==> config.mk <==
export PLATFORM = sky130hd
export DESIGN_NAME = if_stage
export DESIGN_NICKNAME = d
export VERILOG_FILES = /design/src/rtl/arm_if_pkg.sv /design/src/rtl/instruction_memory.sv /design/src/rtl/if_stage.sv
export SDC_FILE = /design/constraint.sdc
export NUM_CORES = 1
export LEC_CHECK = 0
export ABC_AREA = 1
export BUFFER_PORTS_ARGS = -buffer_cell sky130_fd_sc_hd__buf_2
export CORE_ASPECT_RATIO = 0.9
export CORE_MARGIN = 2
export CORE_UTILIZATION = 35
export DETAILED_ROUTE_END_ITERATION = 16
export GPL_ROUTABILITY_DRIVEN = 0
export PLACE_DENSITY = 0.68
export SLEW_MARGIN = 20
export SYNTH_ARGS = -nofsm -noshare
export SYNTH_HDL_FRONTEND = slang
export SYNTH_HIERARCHICAL = 1
export SYNTH_SLANG_ARGS = --single-unit
==> constraint.sdc <==
create_clock -name clk -period 1.5 [get_ports clk]
set_input_delay 0.3 -clock clk [delete_from_list [all_inputs] [get_ports clk]]
set_output_delay 0.3 -clock clk [all_outputs]
set_load 0.02 [all_outputs]
==> src/rtl/arm_if_pkg.sv <==
// Shared definitions for the instruction-fetch stage: ROM geometry, reset and
// flush constants, the IF/ID payload struct and the constant ROM image.
// No ports (package).
package arm_if_pkg;

  localparam int unsigned XLEN       = 32;
  localparam int unsigned IMEM_DEPTH = 64;
  localparam int unsigned IMEM_AW    = 6;

  typedef logic [XLEN-1:0] word_t;

  localparam word_t RESET_PC    = 32'h0000_0000;
  localparam word_t FLUSH_INSTR = 32'h0000_0000;

  // IF/ID pipeline register payload
  typedef struct packed {
    word_t instr;
    word_t pc_next;
    logic  valid;
  } ifid_t;

  typedef logic [IMEM_DEPTH-1:0][XLEN-1:0] rom_t;

  // Image: word k holds MOV r0,#k encoding (E3A0_0000 + k)
  function automatic rom_t build_rom();
    rom_t rom;
    for (int unsigned k = 0; k < IMEM_DEPTH; k++) begin
      rom[k] = 32'hE3A0_0000 + XLEN'(k);
    end
    return rom;
  endfunction

  localparam rom_t IMEM_INIT = build_rom();

endpackage

==> src/rtl/instruction_memory.sv <==
// Asynchronous-read instruction ROM, 64 words, no write port.
// Ports:
//   addr     in  6   word index (pc[7:2])
//   rdata_c  out 32  combinational read data
module instruction_memory
  import arm_if_pkg::*;
(
  input  logic [IMEM_AW-1:0] addr,
  output logic [XLEN-1:0]    rdata_c
);

  assign rdata_c = IMEM_INIT[addr];

endmodule

==> src/rtl/if_stage.sv <==
// Instruction-fetch stage: PC register, ROM lookup and IF/ID register, with
// optional performance counters built only when IF_PERF_CNT_EN is defined.
// Ports:
//   clk           in  1   rising-edge clock
//   rst           in  1   synchronous active-high reset
//   freeze        in  1   stall request; holds PC and IF/ID
//   branch_taken  in  1   redirect PC and flush IF/ID (wins over freeze)
//   branch_addr   in  32  branch target byte address (low 2 bits dropped)
//   pc_out        out 32  PC+4 of the fetched instruction
//   instruction   out 32  fetched instruction
//   valid         out 1   real fetch (0 = bubble/flush)
//   fetch_cnt     out 32  valid IF/ID loads (0 without IF_PERF_CNT_EN)
//   stall_cnt     out 32  frozen cycles (0 without IF_PERF_CNT_EN)
module if_stage
  import arm_if_pkg::*;
(
  input  logic            clk,
  input  logic            rst,
  input  logic            freeze,
  input  logic            branch_taken,
  input  logic [XLEN-1:0] branch_addr,
  output logic [XLEN-1:0] pc_out,
  output logic [XLEN-1:0] instruction,
  output logic            valid,
  output logic [XLEN-1:0] fetch_cnt,
  output logic [XLEN-1:0] stall_cnt
);

  word_t pc;
  word_t pc_plus4_c;
  word_t rom_data_c;
  ifid_t ifid;
  logic  load_c;
  logic  hold_c;

  assign pc_plus4_c = pc + XLEN'(4);
  assign load_c     = !branch_taken && !freeze;
  assign hold_c     = !branch_taken && freeze;

  instruction_memory u_imem (
    .addr    (pc[7:2]),
    .rdata_c (rom_data_c)
  );

  // PC: branch beats freeze beats increment
  always_ff @(posedge clk) begin
    if (rst) begin
      pc <= RESET_PC;
    end else if (branch_taken) begin
      pc <= branch_addr & 32'hFFFF_FFFC;
    end else if (!freeze) begin
      pc <= pc_plus4_c;
    end
  end

  // IF/ID register: flush on branch, hold on freeze, otherwise load
  always_ff @(posedge clk) begin
    if (rst || branch_taken) begin
      ifid <= '{instr: FLUSH_INSTR, pc_next: '0, valid: 1'b0};
    end else if (load_c) begin
      ifid <= '{instr: rom_data_c, pc_next: pc_plus4_c, valid: 1'b1};
    end
  end

  assign instruction = ifid.instr;
  assign pc_out      = ifid.pc_next;
  assign valid       = ifid.valid;

`ifdef IF_PERF_CNT_EN
  logic [XLEN-1:0] fetch_q;
  logic [XLEN-1:0] stall_q;

  // Every load sets valid, so each load counts as a fetch
  always_ff @(posedge clk) begin
    if (rst) begin
      fetch_q <= '0;
      stall_q <= '0;
    end else begin
      if (load_c) fetch_q <= fetch_q + XLEN'(1);
      if (hold_c) stall_q <= stall_q + XLEN'(1);
    end
  end

  assign fetch_cnt = fetch_q;
  assign stall_cnt = stall_q;
`else
  assign fetch_cnt = '0;
  assign stall_cnt = '0;
  logic unused_hold;
  assign unused_hold = hold_c;
`endif

endmodule

=== Word-level counts from Yosys, hierarchy flattened ===
Memory sizes are Yosys's and may differ from the RTL's. A register that Yosys moved wholly into a read port is not among the register bits.
Index checks and enable logic that the tools add are counted.

* Equal/unequal tests: 1
* Multiplexer cells: 2
* Reductions and logical operators: 5
* $add $sub $neg: 1

{| class="wikitable"
|+ Operators with widths
! operator !! count
|-
| $mux W32 || 2
|-
| $add A32 B3 Y32 const B || 1
|-
| $logic_not A1 Y1 || 2
|-
| $ne A2 B1 Y1 const B || 1
|-
| $reduce_or A2 Y1 || 1
|-
| $logic_and A1 B1 Y1 || 1
|-
| $logic_or A1 B1 Y1 || 1
|}

* Bits in registers: 65
* Bits in read-only memories: 2,048
* Input port bits: 36
* Memories kept: 1

{| class="wikitable"
|+ Memories
! memory !! words !! bits a word !! rd ports !! clocked after Yosys merged registers in !! write ports !! RTL line !! text
|-
| (no name shown) || 64 || 32 || 1 || 1 || 0 || instruction_memory.sv:12 || <nowiki>assign rdata_c = IMEM_INIT[addr];</nowiki>
|}

=== Longest topological paths before layout ===
Gate-level depths: netlist (run 1).

* Word-level depth: 3
* Gate-level depth with buffers: 10
* Gate-level depth less buffers: 10

=== Modules after synthesis ===
The synthesis (run 1) kept the hierarchy.

{| class="wikitable"
|+ By module, submodules not included
! module !! area an instance (sq um) !! times used !! sequential area each (sq um) !! cells an instance
|-
| if_stage || 4,690.7 || 1 || 1,861.8 || 681
|-
| instruction_memory || 247.7 || 1 || 0.0 || 34
|}

=== Worst setup path before layout (run 1) ===
Ideal clock, no wire load.

* Path kind: reg2reg
* Start: reg pc[2]
* End: reg ifid, in the netlist pc_out[16]
* Arrival time: 1,279 ps
* Setup slack: 89 ps
* Cell stages (with the launch flop): 8
* Cell sequence: dfxtp_1 > ha_1 > nand3_1 > nor2_1 > nand3_1 > xor2_1 > nand2_1 > a21oi_1

* Cells in the longest elaborated chain, start to end: 1

{| class="wikitable"
|+ Ends and longest elaborated chain
! item !! RTL line !! text
|-
| from (decl) || if_stage.sv:29 || <nowiki>word_t pc;</nowiki>
|-
| from (signal assigned) || if_stage.sv:50 || <nowiki>pc <= branch_addr & 32'hFFFF_FFFC;</nowiki>
|-
| from (signal assigned) || if_stage.sv:52 || <nowiki>pc <= pc_plus4_c;</nowiki>
|-
| $add A32 B3 Y32 || if_stage.sv:36 || <nowiki>assign pc_plus4_c = pc + XLEN'(4);</nowiki>
|-
| to (signal assigned) || if_stage.sv:59 || <nowiki>ifid <= '{instr: FLUSH_INSTR, pc_next: '0, valid: 1'b0};</nowiki>
|-
| to (signal assigned) || if_stage.sv:61 || <nowiki>ifid <= '{instr: rom_data_c, pc_next: pc_plus4_c, valid: 1'b1};</nowiki>
|-
| to (decl) || if_stage.sv:32 || <nowiki>ifid_t ifid;</nowiki>
|}

No other way between the ends.
A chain may end at the register's enable or synchronous reset.

=== Worst setup path in the final report (run 1) ===
* Start: reg pc[3]
* End: reg pc[11]

* Cells in the longest elaborated chain, start to end: 3

{| class="wikitable"
|+ Ends and longest elaborated chain
! item !! RTL line !! text
|-
| $add A32 B3 Y32 || if_stage.sv:36 ||
|-
| $mux W32 || if_stage.sv:51 || <nowiki>end else if (!freeze) begin</nowiki>
|-
| $mux W32 || if_stage.sv:49 || <nowiki>end else if (branch_taken) begin</nowiki>
|}

No other way between the ends. The select of a mux whose other input is x is not followed.

==> flow_summary.ini, run 1 <==
[clock_network]
cts_sinks = 93
worst_skew_pair.late_latency_ps = 350
cts_root_buffer = clkbuf_16
clockBufferDepth = 2
path_clk_slew_ps = 60
cts_buffers = 9
htree_levels = 3
cts_tree = built

[route]
drtIter0Drc = 239
avgRoutedWirePerCell_um = 12.0
wirelength_mm = 12.1
routed_via_density = 4.25
first_pass_iters = 4
postRouteAntennaNets = 0
drc = 0
vias = 4293

[worst_setup_path]
rrSetupSlack_ps = 80
critical_path.max_fanout = 4
critPathMaxStageDelay_ps = 370
worstPathRequired_ps = 1780
critical_path.slowest_cell = dfxtp_4
crit_chain = buf_6 > nand2_4 > nor2_4 > nand2_1 > nor2_4 > xor2_1 > nand2_1 > a21oi_2
reg2reg_depth = 8
end_kind = flop
rr_endpoint = pc[11]$_SDFFE_PP0P_
critPathLaunchType = flop
path_class = reg2reg
cp.arrival_ps = 1700
rr_startpoint = pc[3]$_SDFFE_PP0P_

[synth]
synth_edf_count = 0
synth_ff_type = dfxtp_1
ys_warn_count = 6
yosysTopAreaCellShare = 0.377
ys_ff_latch = 93
yosys-top-cells-area = dfxtp_1, buf_4, nand2_1
synth.cell_area_um2 = 4940
synth_cell_types = 26
syn_inst = 715
avgSynthCellArea_um2 = 6.91
async_reset_ff_frac = 0
ys_seq_area_frac = 0.377
yosys.area.top_type = dfxtp_1

[global_routing]
grt_max_degree = 56
grt_pass1_vias = 3883
antenna_found_initial = 0
grt_pass1_wl_mm = 19.3
track_usage = 0.164
overflow = 0

[die]
coreArea_um2 = 13900
die_width_um = 129
rows = 41
ios = 165
fp.dieH_um = 117
die-area_um2 = 15100
start_util = 0.355

[power_and_ir_drop]
seqPwrFrac = 0.469
p_comb_frac = 0.126
p_sw_frac = 0.269
p_switching_w = 0.00150
clkPwrFrac = 0.404
finalPower_w = 0.00559
p_int_w = 0.00408
ir_worst_vdd_mv = 0.531
powerDensity_nw_per_um2 = 957
leakage_nw = 2.58

[sta]
layout_min_cycle_time_ps = 1420
hold_slack_ps = 211
drv_slew = 0
finalWorstSetupSlack_ps = 80.4
fmax_mhz = 704
rsz0062_at_grt = yes
period_share = 0.946
setup_viol = 0
hold_viol = 0
fin_skew_ps = 4.04
finalSetupTns_ps = 0

[place]
post-dp-hpwl_mm = 8.80
place_area_um2 = 5380
port_buffers = 96
post-place-ws_ps = -44.3

[cells_and_area]
final_cell_mix = nand2_1, buf_2, conb_1
multi_input_area_um2 = 2500
final_common_cell = nand2_1
final_area_um2 = 5830
area_growth_pct = 18.1
antenna_cells = 0
drive_gt1_frac = 0.244
fillers = 1425
seqCellArea_um2 = 1880
final_nets = 852

[outcome]
outcome = finished, final reports clean

[hold_path]
min_path_cells = 3
worstHoldStart = branch_addr[4]
min_path_type = in2reg
hold_path_end = pc[4]$_SDFFE_PP0P_

[job]
maxCapViolCount = 0
## sequential cells by signal (all words and copies together) (netlist names)
signal / flops
instruction: 32
pc: 30
pc_out: 30
valid: 1
## timing repair
action                                  CTS  global route
buffers inserted                          0             2
endpoints found under the setup margin    9            45
hold buffers                              0             0
resized for setup                         2            50
pin swaps                                 0            12
## critical path: cells and delay by family, from the launching register on
family / cells / cell delay (ps)
xor+xnor: 1 / 150
flops: 1 / 370
buf+inv: 1 / 120
simple gates: 5 / 550
compound gates: 1 / 160
## power by group through the flow
| stage | clock, W | sequential (W) | combinational (W) |
|---|---|---|---|
| 2_1_floorplan | 0 | 0.00270 | 0.000636 |
| 3_3_place_gp | 0 | 0.00267 | 0.000687 |
| 3_5_place_dp | 0 | 0.00267 | 0.000690 |
| 4_1_cts | 0.00233 | 0.00261 | 0.000692 |
| 5_1_grt | 0.00242 | 0.00263 | 0.000795 |
| 6_report | 0.00226 | 0.00262 | 0.000704 |
## cells by family (layout without fill, tap and decap cells)
family / count (synthesis) / after routing / synth area share
other cells: 3 / 92 / 0.00228
compound gates: 109 / 109 / 0.118
simple gates: 325 / 325 / 0.275
buf+inv: 176 / 190 / 0.212
xor+xnor: 8 / 8 / 0.0142
fa+ha+maj: 1 / 1 / 0.00253
flops: 93 / 93 / 0.377
## Yosys cell counts, types with 3 or more instances
master	n
nand2_1	186
dfxtp_1	93
a31oi_1	7
buf_4	98
a22o_1	7
nand3_1	20
inv_1	48
nor2_2	7
nor3_1	18
nor2_4	6
nor2_1	78
clkbuf_1	15
o21ai_0	22
buf_2	12
nand2_2	6
xor2_1	6
a21oi_1	72
conb_1	3
## final cells by class
cell class	count	share of cell area
tap	193	0.0414
timing repair buffer	127	0.127
inverter	49	0.0315
clock inverter	2	0.00600
sequential	93	0.323
multi-input combinational	535	0.429
clock buffer	12	0.0422
## per-layer routing
metal / vias up / GRT usage / wire length, um
li1: 2265 / - / -
met1: 1908 / 0.219 / 5930
met2: 112 / 0.257 / 5360
met3: 8 / 0.0508 / 690
met4: 0 / 0.0457 / 114
met5: - / 0 / 0
## worst max path at each step
stage	cells after the start	endpoint	start	slack [ps]
4_1_cts	9	pc[22]$_SDFFE_PP0P_	pc[2]$_SDFFE_PP0P_	-9
6_report	8	pc[11]$_SDFFE_PP0P_	pc[3]$_SDFFE_PP0P_	80
2_1_floorplan	7	pc_out[16]$_SDFFE_PP0P_	pc[2]$_SDFFE_PP0P_	90
5_1_grt	8	pc[11]$_SDFFE_PP0P_	pc[3]$_SDFFE_PP0P_	-20
3_5_place_dp	9	pc[22]$_SDFFE_PP0P_	pc[2]$_SDFFE_PP0P_	-40
3_3_place_gp	9	pc_out[22]$_SDFFE_PP0P_	pc[2]$_SDFFE_PP0P_	20
## metrics by stage
stage               cells  utilization
floorplan             804            -
global placement      995        0.387
detailed placement    995        0.387
CTS                  1009        0.408
global route         1011        0.420
finish               1011        0.420
No activity file was read; power rests on OpenSTA's default activity.
==> run 2, diff against run 1 <==
Settings changed: CORE_UTILIZATION 35 to 30, PLACE_DENSITY 0.68 to default.
==> run 2 against run 1 <==
Clock skew rose by 3.4 ps; non-clock buffer count rose by 5; via count rose by 1.3%.
==> flow_summary.ini, run 2 (synthesis results as in run 1) <==
[outcome]
outcome = finished, final reports clean

[clock_network]
cts_buffers = 9
cts_root_buffer = clkbuf_16
htree_levels = 3
cts_sinks = 93
worst_skew_pair.late_latency_ps = 350
cts_tree = built
path_clk_slew_ps = 70
clockBufferDepth = 2

[worst_setup_path]
cp.arrival_ps = 1650
critPathMaxStageDelay_ps = 340
cp_common_cell = buf_4
worstPathRequired_ps = 1730
critPathLaunchType = flop
crit_chain = ha_4 > inv_1 > nor2_4 > buf_4 > buf_4 > o21ai_0 > a31oi_1
rrSetupSlack_ps = 70
reg2reg_depth = 7
critical_path.slowest_cell = dfxtp_2
rr_endpoint = pc[6]$_SDFFE_PP0P_
critical_path.max_fanout = 3
end_kind = flop
path_class = reg2reg
rr_startpoint = pc[3]$_SDFFE_PP0P_

[route]
first_pass_iters = 4
drc = 0
wirelength_mm = 12.7
vias = 4347
avgRoutedWirePerCell_um = 12.3
drtIter0Drc = 230
postRouteAntennaNets = 0
routed_via_density = 4.21

[power_and_ir_drop]
powerDensity_nw_per_um2 = 932
finalPower_w = 0.00550
leakage_nw = 2.61
clkPwrFrac = 0.394
p_switching_w = 0.00157
ir_worst_vdd_mv = 0.552
p_sw_frac = 0.285
p_int_w = 0.00393
p_comb_frac = 0.130
seqPwrFrac = 0.476

[place]
place_area_um2 = 5420
post-dp-hpwl_mm = 9.45
dp.cells = 1012
port_buffers = 96
post-place-ws_ps = -13.5

[die]
die-area_um2 = 17500
coreArea_um2 = 16100
rows = 44
fp.dieH_um = 126
start_util = 0.306
die_width_um = 139
ios = 165

[global_routing]
grt_pass1_vias = 3790
antenna_found_initial = 0
grt_pass1_wl_mm = 19.6
overflow = 0
track_usage = 0.141
grt_max_degree = 44

[cells_and_area]
drive_gt1_frac = 0.258
final_nets = 857
final_area_um2 = 5910
stdcell_count = 1032
final_cell_mix = nand2_1, buf_2, conb_1
antenna_cells = 0
final_common_cell = nand2_1
area_growth_pct = 19.6
largest_reg_flops = 32

[sta]
hold_viol = 0
drv_slew = 0
rsz0062_at_grt = yes
setup_viol = 0
fmax_mhz = 701
hold_slack_ps = 231
period_share = 0.951
fin_skew_ps = 7.46
layout_min_cycle_time_ps = 1430
finalWorstSetupSlack_ps = 74.1

[hold_path]
min_path_type = in2reg
min_path_cells = 3
worstHoldStart = branch_addr[4]
hold_path_end = pc[4]$_SDFFE_PP0P_

[job]
maxCapViolCount = 0
-- run 2: what timing repair did --
action | CTS | global route
endpoints found under the setup margin | 4 | 42
pin swaps | 0 | 12
resized for setup | 2 | 58
hold buffers | 0 | 0
setup buffers | 0 | 4
-- run 2: layer usage --
metal	vias to the layer above	GRT usage	wire (um)
met5	-	0	0
met4	0	0.0416	155
met3	10	0.0407	839
met2	128	0.215	5540
met1	1938	0.193	6170
li1	2271	-	-
-- run 2: per-stage QoR --
| step | TNS [ps] | util |
|---|---|---|
| CTS | 0 | 0.354 |
| global placement | 0 | 0.336 |
| finish | 0 | 0.366 |
| detailed placement | -22.7 | 0.336 |
| global route | -60.0 | 0.366 |
| floorplan | 0 | - |
-- run 2: worst max-delay path, delay by kind of cell, from the launching register on --
kind	cells	cell delay (ps)
buffers and inverters	3	360
AND/OR/NAND/NOR	1	60
AO/OA/AOI/OAI	2	380
adder cells (fa/ha/maj)	1	160
flip-flops	1	340
-- run 2: power groups by stage --
stage                     clock network, W  registers, W  logic (W)
after floorplan                          0       0.00270   0.000636
after global placement                   0       0.00266   0.000702
after detailed placement                 0       0.00266   0.000707
after CTS                          0.00225       0.00261   0.000709
after global routing               0.00235       0.00263   0.000794
final                              0.00217       0.00262   0.000717
-- run 2: final cells by class --
cell class	count	area, um2
Fill cell	1747	10200
Multi-Input combinational cell	535	2520
Sequential cell	93	1880
Timing Repair Buffer	132	783
Tap cell	207	259
Clock buffer	10	239
Inverter	49	184
Clock inverter	6	37.5
-- run 2: worst max path at each step --
stage	startpoint	to	slack [ps]
3_3_place_gp	pc[2]$_SDFFE_PP0P_	pc[13]$_SDFFE_PP0P_	30
6_report	pc[3]$_SDFFE_PP0P_	pc[6]$_SDFFE_PP0P_	70
2_1_floorplan	pc[2]$_SDFFE_PP0P_	pc_out[16]$_SDFFE_PP0P_	90
4_1_cts	pc[2]$_SDFFE_PP0P_	pc[13]$_SDFFE_PP0P_	3
3_5_place_dp	pc[2]$_SDFFE_PP0P_	pc[14]$_SDFFE_PP0P_	-10
5_1_grt	pc[3]$_SDFFE_PP0P_	pc[10]$_SDFFE_PP0P_	-20
